**config.mk**
```make
export PLATFORM = sky130hd
export DESIGN_NAME = i2c_master_byte_ctrl
export DESIGN_NICKNAME = d
export VERILOG_FILES = /design/src/rtl/i2c_master_byte_ctrl.sv
export SDC_FILE = /design/constraint.sdc
export NUM_CORES = 1
export LEC_CHECK = 0
export ABC_CLOCK_PERIOD_IN_PS = 4400
export CORE_ASPECT_RATIO = 1.4
export CORE_MARGIN = 5
export CORE_UTILIZATION = 45
export CTS_CLUSTER_SIZE = 30
export DETAILED_ROUTE_END_ITERATION = 8
export PLACE_DENSITY = 0.67
export SETUP_SLACK_MARGIN = 0.2
export SYNTH_ARGS = -nofsm -noshare
export SYNTH_HDL_FRONTEND = slang
export SYNTH_SLANG_ARGS = --single-unit
```
**constraint.sdc**
```tcl
create_clock -name clk -period 4.4 [get_ports clk]
set_input_delay 1.32 -clock clk [delete_from_list [all_inputs] [get_ports clk]]
set_output_delay 1.32 -clock clk [all_outputs]
set_load 0.05 [all_outputs]
```
**src/rtl/i2c_master_byte_ctrl.sv**
```systemverilog
// -----------------------------------------------------------------------------
// i2c_master_byte_ctrl
//
// Single-master I2C controller that runs one complete single-byte transaction
// toward a 7-bit-addressed slave:
//   START, address + R/W, slave ACK, one data byte, ACK (write) or master
//   NACK (read), STOP.
// The block sits between a processor's command/status registers and the
// open-drain SCL/SDA pads. It never drives a pad high. It only asserts a
// pull-low enable per line, and the pad logic turns that into the open drain.
//
// Bit timing: every bit period is four quarters q0..q3, each CLK_DIV clocks
// long. SCL is pulled low in q0/q1 and released in q2/q3. SDA moves only on
// entry to q0, except for the START and STOP edges. The slave's SDA level is
// sampled on the q2->q3 quarter tick.
//
// Parameters:
//   CLK_DIV   system clocks per quarter SCL period (legal range 2..4095)
//
// Ports:
//   clk       system clock, rising edge
//   reset_n   asynchronous active-low reset
//   start     one-clock command strobe, honoured only while idle
//   slv_addr  7-bit slave address, latched on an accepted start
//   rw        0 = write, 1 = read, latched on an accepted start
//   wdata     write byte, latched on an accepted start
//   sda_i     synchronised SDA pad level
//   scl_oe    1 = pull SCL low, 0 = release
//   sda_oe    1 = pull SDA low, 0 = release
//   busy      high from the accepted start until done
//   done      one-clock pulse when the transaction ends
//   ack_err   slave NACKed the address or the write byte; cleared by next start
//   rdata     byte received by the last completed read
// -----------------------------------------------------------------------------
module i2c_master_byte_ctrl #(
  parameter int unsigned CLK_DIV = 125
) (
  input  logic       clk,
  input  logic       reset_n,
  input  logic       start,
  input  logic [6:0] slv_addr,
  input  logic       rw,
  input  logic [7:0] wdata,
  input  logic       sda_i,
  output logic       scl_oe,
  output logic       sda_oe,
  output logic       busy,
  output logic       done,
  output logic       ack_err,
  output logic [7:0] rdata
);

  localparam int unsigned     DIV_W    = 12;
  localparam logic [DIV_W-1:0] DIV_LAST = DIV_W'(CLK_DIV - 1);

  typedef enum logic [3:0] {
    S_IDLE,
    S_START,
    S_ADDR,
    S_AACK,
    S_WDATA,
    S_DACK,
    S_RDATA,
    S_MNACK,
    S_STOP
  } state_e;

  state_e           state_q,   state_d;
  logic [DIV_W-1:0] div_q,     div_d;
  logic [1:0]       qtr_q,     qtr_d;
  logic [2:0]       bit_q,     bit_d;
  logic [7:0]       shift_q,   shift_d;
  logic [7:0]       wdata_q,   wdata_d;
  logic             rw_q,      rw_d;
  logic             busy_q,    busy_d;
  logic             done_q,    done_d;
  logic             ack_err_q, ack_err_d;
  logic [7:0]       rdata_q,   rdata_d;
  logic             scl_oe_q,  scl_oe_d;
  logic             sda_oe_q,  sda_oe_d;

  logic qtick;    // last clock of the current quarter
  logic sample;   // q2 -> q3 boundary: slave data is valid, SCL is high
  logic bit_end;  // q3 -> q0 boundary: the bit period is over

  assign qtick   = (state_q != S_IDLE) && (div_q == DIV_LAST);
  assign sample  = qtick && (qtr_q == 2'd2);
  assign bit_end = qtick && (qtr_q == 2'd3);

  // ---------------------------------------------------------------------------
  // Next-state logic
  // ---------------------------------------------------------------------------
  // NOTE: every signal assigned in this block first gets a hold/idle default.
  // That way no path through the case leaves a value unassigned and turns it
  // into a latch.
  always_comb begin
    state_d   = state_q;
    div_d     = div_q;
    qtr_d     = qtr_q;
    bit_d     = bit_q;
    shift_d   = shift_q;
    wdata_d   = wdata_q;
    rw_d      = rw_q;
    busy_d    = busy_q;
    done_d    = 1'b0;
    ack_err_d = ack_err_q;
    rdata_d   = rdata_q;

    // The quarter timebase is frozen at zero while idle. Every transaction
    // therefore starts on a clean quarter boundary.
    if (state_q != S_IDLE) begin
      div_d = qtick ? '0 : div_q + DIV_W'(1);
      if (qtick) begin
        qtr_d = qtr_q + 2'd1;
      end
    end

    unique case (state_q)
      S_IDLE: begin
        if (start) begin
          shift_d   = {slv_addr, rw};
          wdata_d   = wdata;
          rw_d      = rw;
          ack_err_d = 1'b0;
          busy_d    = 1'b1;
          state_d   = S_START;
        end
      end

      S_START: begin
        if (bit_end) begin
          state_d = S_ADDR;
        end
      end

      S_ADDR, S_WDATA: begin
        if (bit_end) begin
          shift_d = {shift_q[6:0], 1'b0};
          bit_d   = bit_q + 3'd1;
          if (bit_q == 3'd7) begin
            state_d = (state_q == S_ADDR) ? S_AACK : S_DACK;
          end
        end
      end

      S_AACK: begin
        if (sample && sda_i) begin
          ack_err_d = 1'b1;
        end
        // ack_err_q already holds this bit's sample, because the sample
        // boundary comes one quarter before bit_end.
        if (bit_end) begin
          if (ack_err_q) begin
            state_d = S_STOP;
          end else if (rw_q) begin
            state_d = S_RDATA;
          end else begin
            shift_d = wdata_q;
            state_d = S_WDATA;
          end
        end
      end

      S_DACK: begin
        if (sample && sda_i) begin
          ack_err_d = 1'b1;
        end
        if (bit_end) begin
          state_d = S_STOP;
        end
      end

      S_RDATA: begin
        if (sample) begin
          shift_d = {shift_q[6:0], sda_i};
        end
        if (bit_end) begin
          bit_d = bit_q + 3'd1;
          if (bit_q == 3'd7) begin
            rdata_d = shift_q;
            state_d = S_MNACK;
          end
        end
      end

      S_MNACK: begin
        if (bit_end) begin
          state_d = S_STOP;
        end
      end

      S_STOP: begin
        if (bit_end) begin
          busy_d  = 1'b0;
          done_d  = 1'b1;
          state_d = S_IDLE;
        end
      end

      default: begin
        state_d = S_IDLE;
      end
    endcase
  end

  // ---------------------------------------------------------------------------
  // Pad enables
  // ---------------------------------------------------------------------------
  // The pad enables are decoded from the next state and then registered, so
  // the pads see glitch-free flop outputs. The current-state decode would give
  // the same waveform one flop stage later. Here the enable flops track the
  // state flops exactly.
  always_comb begin
    scl_oe_d = 1'b0;
    sda_oe_d = 1'b0;
    unique case (state_d)
      S_START: begin
        sda_oe_d = qtr_d[1];             // SDA falls while SCL is high: START
      end
      S_ADDR, S_WDATA: begin
        scl_oe_d = ~qtr_d[1];
        sda_oe_d = ~shift_d[7];
      end
      S_AACK, S_DACK, S_RDATA, S_MNACK: begin
        scl_oe_d = ~qtr_d[1];            // SDA left to the slave, or NACK
      end
      S_STOP: begin
        scl_oe_d = (qtr_d == 2'd0);
        sda_oe_d = ~qtr_d[1];            // SDA rises while SCL is high: STOP
      end
      default: begin
      end
    endcase
  end

  // ---------------------------------------------------------------------------
  // State register
  // ---------------------------------------------------------------------------
  // NOTE: sequential state uses non-blocking assignments only. Every flop sits
  // on the async reset, so reset releases both pads at once without waiting
  // for a clock edge.
  always_ff @(posedge clk or negedge reset_n) begin
    if (!reset_n) begin
      state_q   <= S_IDLE;
      div_q     <= '0;
      qtr_q     <= '0;
      bit_q     <= '0;
      shift_q   <= '0;
      wdata_q   <= '0;
      rw_q      <= 1'b0;
      busy_q    <= 1'b0;
      done_q    <= 1'b0;
      ack_err_q <= 1'b0;
      rdata_q   <= '0;
      scl_oe_q  <= 1'b0;
      sda_oe_q  <= 1'b0;
    end else begin
      state_q   <= state_d;
      div_q     <= div_d;
      qtr_q     <= qtr_d;
      bit_q     <= bit_d;
      shift_q   <= shift_d;
      wdata_q   <= wdata_d;
      rw_q      <= rw_d;
      busy_q    <= busy_d;
      done_q    <= done_d;
      ack_err_q <= ack_err_d;
      rdata_q   <= rdata_d;
      scl_oe_q  <= scl_oe_d;
      sda_oe_q  <= sda_oe_d;
    end
  end

  assign scl_oe  = scl_oe_q;
  assign sda_oe  = sda_oe_q;
  assign busy    = busy_q;
  assign done    = done_q;
  assign ack_err = ack_err_q;
  assign rdata   = rdata_q;

endmodule

```
==> results of run 1 <==
[power breakdown]
group | switching (mW) | internal, mW
clock | 0.165 | 0.171
sequential | 0.0582 | 0.518
combinational | 0.0823 | 0.0935
total | 0.305 | 0.783
[layout make-up]
cell class	instances	area [um2]	share of cell area, %
multi-input combinational	178	1341	42.27
clock inverter	3	46.29	1.459
tap	70	87.58	2.760
inverter	6	22.52	0.7098
timing repair buffer	34	330.3	10.41
sequential	51	1276	40.22
clock buffer	5	68.82	2.169
[worst paths after layout]
kind / end / cells after the start
worst max register to register: wdata_q[7] / 3
min in group asynchronous: done / 1
max in group asynchronous: div_q[4] / 1
worst max-delay path: ack_err / 1
worst min-delay path: bit_q[0] / 1
worst min register to register: bit_q[0] / 1
[synth_stat cells, drive strengths merged, types with 3 or more instances]
cell type,number,area (um2)
dfrtp,51,1276
nor2,22,82.58
mux2,19,214.0
nand2,16,60.06
and3,9,66.31
buf,9,71.31
xnor2,8,70.07
a21oi,7,38.79
a221o,7,70.07
a22o,7,61.31
ha,6,75.07
inv,6,22.52
o21ai,6,30.03
and4,5,46.29
nand3,5,25.02
nor2b,5,31.28
nor3,5,25.02
clkbuf,4,15.01
mux2i,4,40.04
nand4,4,25.02
xor2,4,35.03
a21o,3,22.52
and2,3,18.77
nand2b,3,18.77
nor4,3,33.78
o211ai,3,22.52
[stage by stage]
stage | power (mW) | instance area [um2] | setup slack (ns)
finish | 1.089 | 3173 | 1.427
CTS | 1.102 | 3173 | 1.417
global route | 1.155 | 3173 | 1.400
global placement | 0.7570 | 3058 | 1.419
detailed placement | 0.7646 | 3058 | 1.381
floorplan | 0.6980 | 2726 | 2.225
[logic make-up after synthesis]
kind of cell,count (synthesis),synth area share (%)
adder cells (fa/ha/maj),6,2.753
AO/OA/AOI/OAI,44,13.03
XOR/XNOR,12,3.855
AND/OR/NAND/NOR,93,20.24
buffers and inverters,19,3.992
flip-flops,51,46.81
multiplexers,23,9.316
[cell usage in the layout (no fill, tap or decap), types with 3 or more instances in the layout]
cell type / netlist / routed
a21o_1: 3 / 3
a21oi_1: 6 / 6
a221o_1: 7 / 7
a22o_1: 7 / 7
and2_1: 3 / 3
and3_1: 7 / 7
and4_1: 4 / 4
clkbuf_8: 0 / 5
clkdlybuf4s50_1: 0 / 31
dfrtp_1: 51 / 51
ha_1: 6 / 6
inv_1: 6 / 6
mux2_2: 19 / 19
mux2i_1: 4 / 4
nand2_1: 16 / 16
nand2b_1: 3 / 3
nand3_1: 5 / 5
nand4_1: 4 / 4
nor2_1: 22 / 22
nor2b_1: 5 / 5
nor3_1: 5 / 5
o211ai_1: 3 / 3
o21ai_0: 6 / 6
xnor2_1: 8 / 8
xor2_1: 4 / 4
[per-layer routing]
layer | global-route usage [%] | vias to the layer above | wire length (um)
met4 | 4.845 | 0 | 77
met1 | 21.54 | 982 | 2487
met5 | 0 | - | 0
met3 | 3.642 | 8 | 226
li1 | - | 962 | -
met2 | 27.11 | 38 | 2951
[sequential cells by signal, indices dropped and copies added (netlist names)]
signal and flops:
wdata_q 8, state_q 4, sda_oe 1, shift_q 8
ack_err 1, rw_q 1, done 1, rdata 8
qtr_q 2, busy 1, bit_q 3, scl_oe 1
div_q 12
==> results.tsv, run 1 <==
metric	value	unit
layout-drive-gt1-share	14.80	%
ys_seq_area_share	46.81	%
max_freq	336.4	MHz
synth_cell_types	52	
syn-num-nets	274	
synth-edff-count	0	
clockBufferDepth	2	
cts_sinks	51	
critPathLaunchType	flip-flop	
post_cts_resized	0	
worst_ep_required_time	3.08	ns
tightestPinTransition	1.064	ns
layout_min_cycle_time	2.973	ns
cp_slowest_cell	clkdlybuf4s50_1	
vias_per_cell	5.735	
htreeDepth	2	
r2r_slack	1.61	ns
synthFlopType	dfrtp_1	
cp_slowest_stage_delay	0.85	ns
worst_ep_arrival_time	1.65	ns
clkTransAtPathRegs	0.10	ns
num_antenna_cells	0	
instances_no_fill	347	
vias	1990	
min_from	bit_q[0]	
num_io_pins	33	
core_area	5863	um2
path_max_fanout	7	
insertion_delay	0.31	ns
r2r-start	state_q[1]	
setup_viol	0	
fin_skew	0.01004	ns
crit_buf_inv	1	
status	complete, no violations	
fillers	510	
final_util	54.12	%
async_reset_ff_share	100.0	%
syn_area	2726	um2
grt_pass1_vias	1982	
grt_max_degree	50	
wl	5.742	mm
start_util	46.50	%
p_per_area	343.1	nW/um2
dr.pass1.iters	4	
ant_nets	0	
maxSlewHeadroom	29.06	%
dp_cells	339	
finalCritPeriodShare	67.57	%
final_hold_viol_count	0	
avgSynthCellArea	10.99	um2
timing.hold.ws	0.4924	ns
drc	0	
yosysWarningCount	0	
dieArea	7738	um2
p_leak	1.380	nW
cts_tree	done	
critPathTopFamily	buffers and inverters	
hold_buffers	0	
rsz0062_at_grt	false	
slew_viol_final	0	
gp_congestion	0.8484	
post_cts_buffers	0	
fin_setup_tns	0	ns
crit_type	flip-flop to primary output	
wire_per_inst	16.55	um
cap_violations	0	
syn_inst	248	
worstSetupStartpoint	ack_err	
globalRouteOverflowTotal	0	
grt_pass1_wl	9.763	mm
portBuffers	32	
grt_usage	16.52	%
first_iter_violations	121	
num_rows	33	
antenna_found_initial	0	
end_kind	primary output	
irDropWorstVdd	205.0	uV
die_h	102.1	um
cts_root_buf	clkbuf_8	
ys_ff_latch	51	
area_delta_synth_final	16.38	%
nNetsFinal	302	
crit_chain	clkdlybuf4s50_1	
cts_made_buffers	5	
min_path_type	flip-flop to flip-flop	
die_x	75.79	um
hpwl	4.163	mm
No activity file was read; power rests on OpenSTA's default activity.
==> inputs of run 2 (changes only) <==
- ABC_CLOCK_PERIOD_IN_PS: 4400 -> 2900
- clock period: 4.4 -> 2.9 ns (I/O delays scaled with it)
==> run 2 against run 1 <==
  * Utilization up 0.13 points
  * Sequential share of layout area down 0.095 points
  * Design area up 0.24%
  * Global-route usage up 0.33 points
  * Non-clock buffer count up 4
  * First-iteration DRC count down 1.7%
  * Flip-flop and latch count unchanged
  * Count of clock-buffer cells in the layout unchanged
  * Die area unchanged
  * Critical path type unchanged
  * Critical endpoint unchanged
  * Largest power group unchanged
  * Highest routed layer unchanged
==> results.tsv, run 2 (synthesized netlist as in run 1, its figures left out) <==
metric	value	unit	change
status	complete, no violations		
slew_viol_final	0		unchanged
portBuffers	32		unchanged
grt_usage	16.84	%	+0.33 points
cts_root_buf	clkbuf_8		
mostFrequentLayoutCell	dfrtp_1		
vias	1986		-0.20%
wl	5.795	mm	+0.92%
top_register	div_q		
clockBufferDepth	2		unchanged
cts_made_buffers	5		unchanged
hold_buffers	0		unchanged
dr.pass1.iters	4		unchanged
dp_cells	343		+1.2%
final_util	54.25	%	+0.13 points
num_antenna_cells	0		unchanged
cts_sinks	51		unchanged
rsz0062_at_grt	false		
dieArea	7738	um2	unchanged
min_path_type	flip-flop to flip-flop		
tightestPinTransition	0.7356	ns	-0.3285 ns
hpwl	4.246	mm	+2.0%
critPathTopFamily	buffers and inverters		
gp_congestion	0.8487		about the same
final_cell_mix	51 x dfrtp_1, 31 x clkdlybuf4s50_1, 22 x nor2_1		
maxSlewHeadroom	50.96	%	+22 points
cts_tree	done		
core_area	5863	um2	unchanged
critPathLaunchType	flip-flop		
grt_max_degree	52		+4.0%
cp_slowest_cell	clkdlybuf4s50_1		
cp.depth	1		unchanged
layout_min_cycle_time	2.508	ns	
path_max_fanout	7		unchanged
globalRouteOverflowTotal	0		unchanged
wire_per_inst	16.51	um	-0.23%
grt_pass1_wl	9.998	mm	+2.4%
nNetsFinal	306		+1.3%
crit_chain	clkdlybuf4s50_1		
num_io_pins	33		unchanged
fin_skew	0.01074	ns	+0.0006994 ns
fin_setup_tns	0	ns	unchanged
start_util	46.50	%	unchanged
fillers	515		+0.98%
cp_slowest_stage_delay	0.85	ns	about the same
irDropWorstVdd	372.2	uV	+82%
multiInputGateArea	1341	um2	unchanged
first_iter_violations	119		-1.7%
r2r_cells	5		+2
p_per_area	490.9	nW/um2	+43%
worst_ep_arrival_time	1.64	ns	about the same
largest_reg_flops	12		unchanged
layout-drive-gt1-share	16.01	%	+1.2 points
placed_area	3088	um2	+0.98%
finalCritPeriodShare	86.49	%	
antenna_found_initial	0		unchanged
instances_no_fill	351		+1.2%
die_x	75.79	um	unchanged
crit_type	flip-flop to primary output		
clkTransAtPathRegs	0.09	ns	about the same
cap_violations	0		unchanged
final_hold_viol_count	0		unchanged
die_h	102.1	um	unchanged
post_cts_buffers	0		unchanged
vias_per_cell	5.658		-1.3%
post_cts_resized	0		unchanged
p_leak	1.388	nW	+0.52%
crit_buf_inv	1		unchanged
end_kind	primary output		
ant_nets	0		unchanged
num_rows	33		unchanged
max_freq	398.7	MHz	
area_delta_synth_final	16.66	%	
grt_pass1_vias	2078		+4.8%
timing.hold.ws	0.4962	ns	+0.003765 ns
setup_viol	0		unchanged
htreeDepth	2		unchanged
regArea	1276	um2	unchanged
insertion_delay	0.31	ns	about the same
hold_depth	1		unchanged
drc	0		unchanged
finish.instance_area	3181	um2	+0.24%
worst_ep_required_time	2.03	ns	-1.05 ns
==> run 2: changes by cell type in the layout (fill, tap and decap cells not counted), sizes merged <==
cell / before / now
buf: 3 / 7
bufinv: 1 / 0
clkinvlp: 1 / 2
==> run 2: worst paths after layout <==
check	startpoint	end	slack, ns
worst max-delay path	ack_err	ack_err	0.39
worst min-delay path	bit_q[0]	bit_q[0]	0.50
worst max register to register	state_q[1]	sda_oe	0.54
worst min register to register	bit_q[0]	bit_q[0]	0.50
max in group asynchronous	reset_n	div_q[10]	1.79
min in group asynchronous	reset_n	state_q[2]	0.66
==> run 2: cell type report <==
type                       instances  area share [%]
multi-input combinational        178           42.17
sequential                        51           40.13
timing repair buffer              38           11.33
tap                               70           2.754
clock buffer                       5           2.164
clock inverter                     3          0.7474
inverter                           6          0.7081
==> run 2: per-stage QoR <==
step | power, mW | setup WS [ns]
detailed placement | 1.156 | 0.3277
CTS | 1.578 | 0.3807
global placement | 1.145 | 0.3653
global route | 1.660 | 0.2710
finish | 1.561 | 0.3918
floorplan | 1.059 | 0.9173
==> run 2: where the power goes <==
part	switching, mW	internal, mW	total (mW)
Clock	0.249	0.173	0.422
Sequential	0.0855	0.786	0.872
Combinational	0.126	0.141	0.267
Total	0.461	1.10	1.56
==> run 2: routing by layer <==
layer,GRT usage [%],vias to the layer above,share of wire (%)
met4,5.653,0,0.98
met5,0,-,0
li1,-,965,-
met1,21.63,970,42
met3,3.346,4,4.4
met2,27.90,47,52
==> run 2: worst register-to-register path, cell delays in order (launching register included) <==
cell and delay (ns):
dfrtp_1 0.63, nor4_1 0.53, and2_1 0.68, nand2_1 0.15, nand4_1 0.15, o211ai_1 0.11
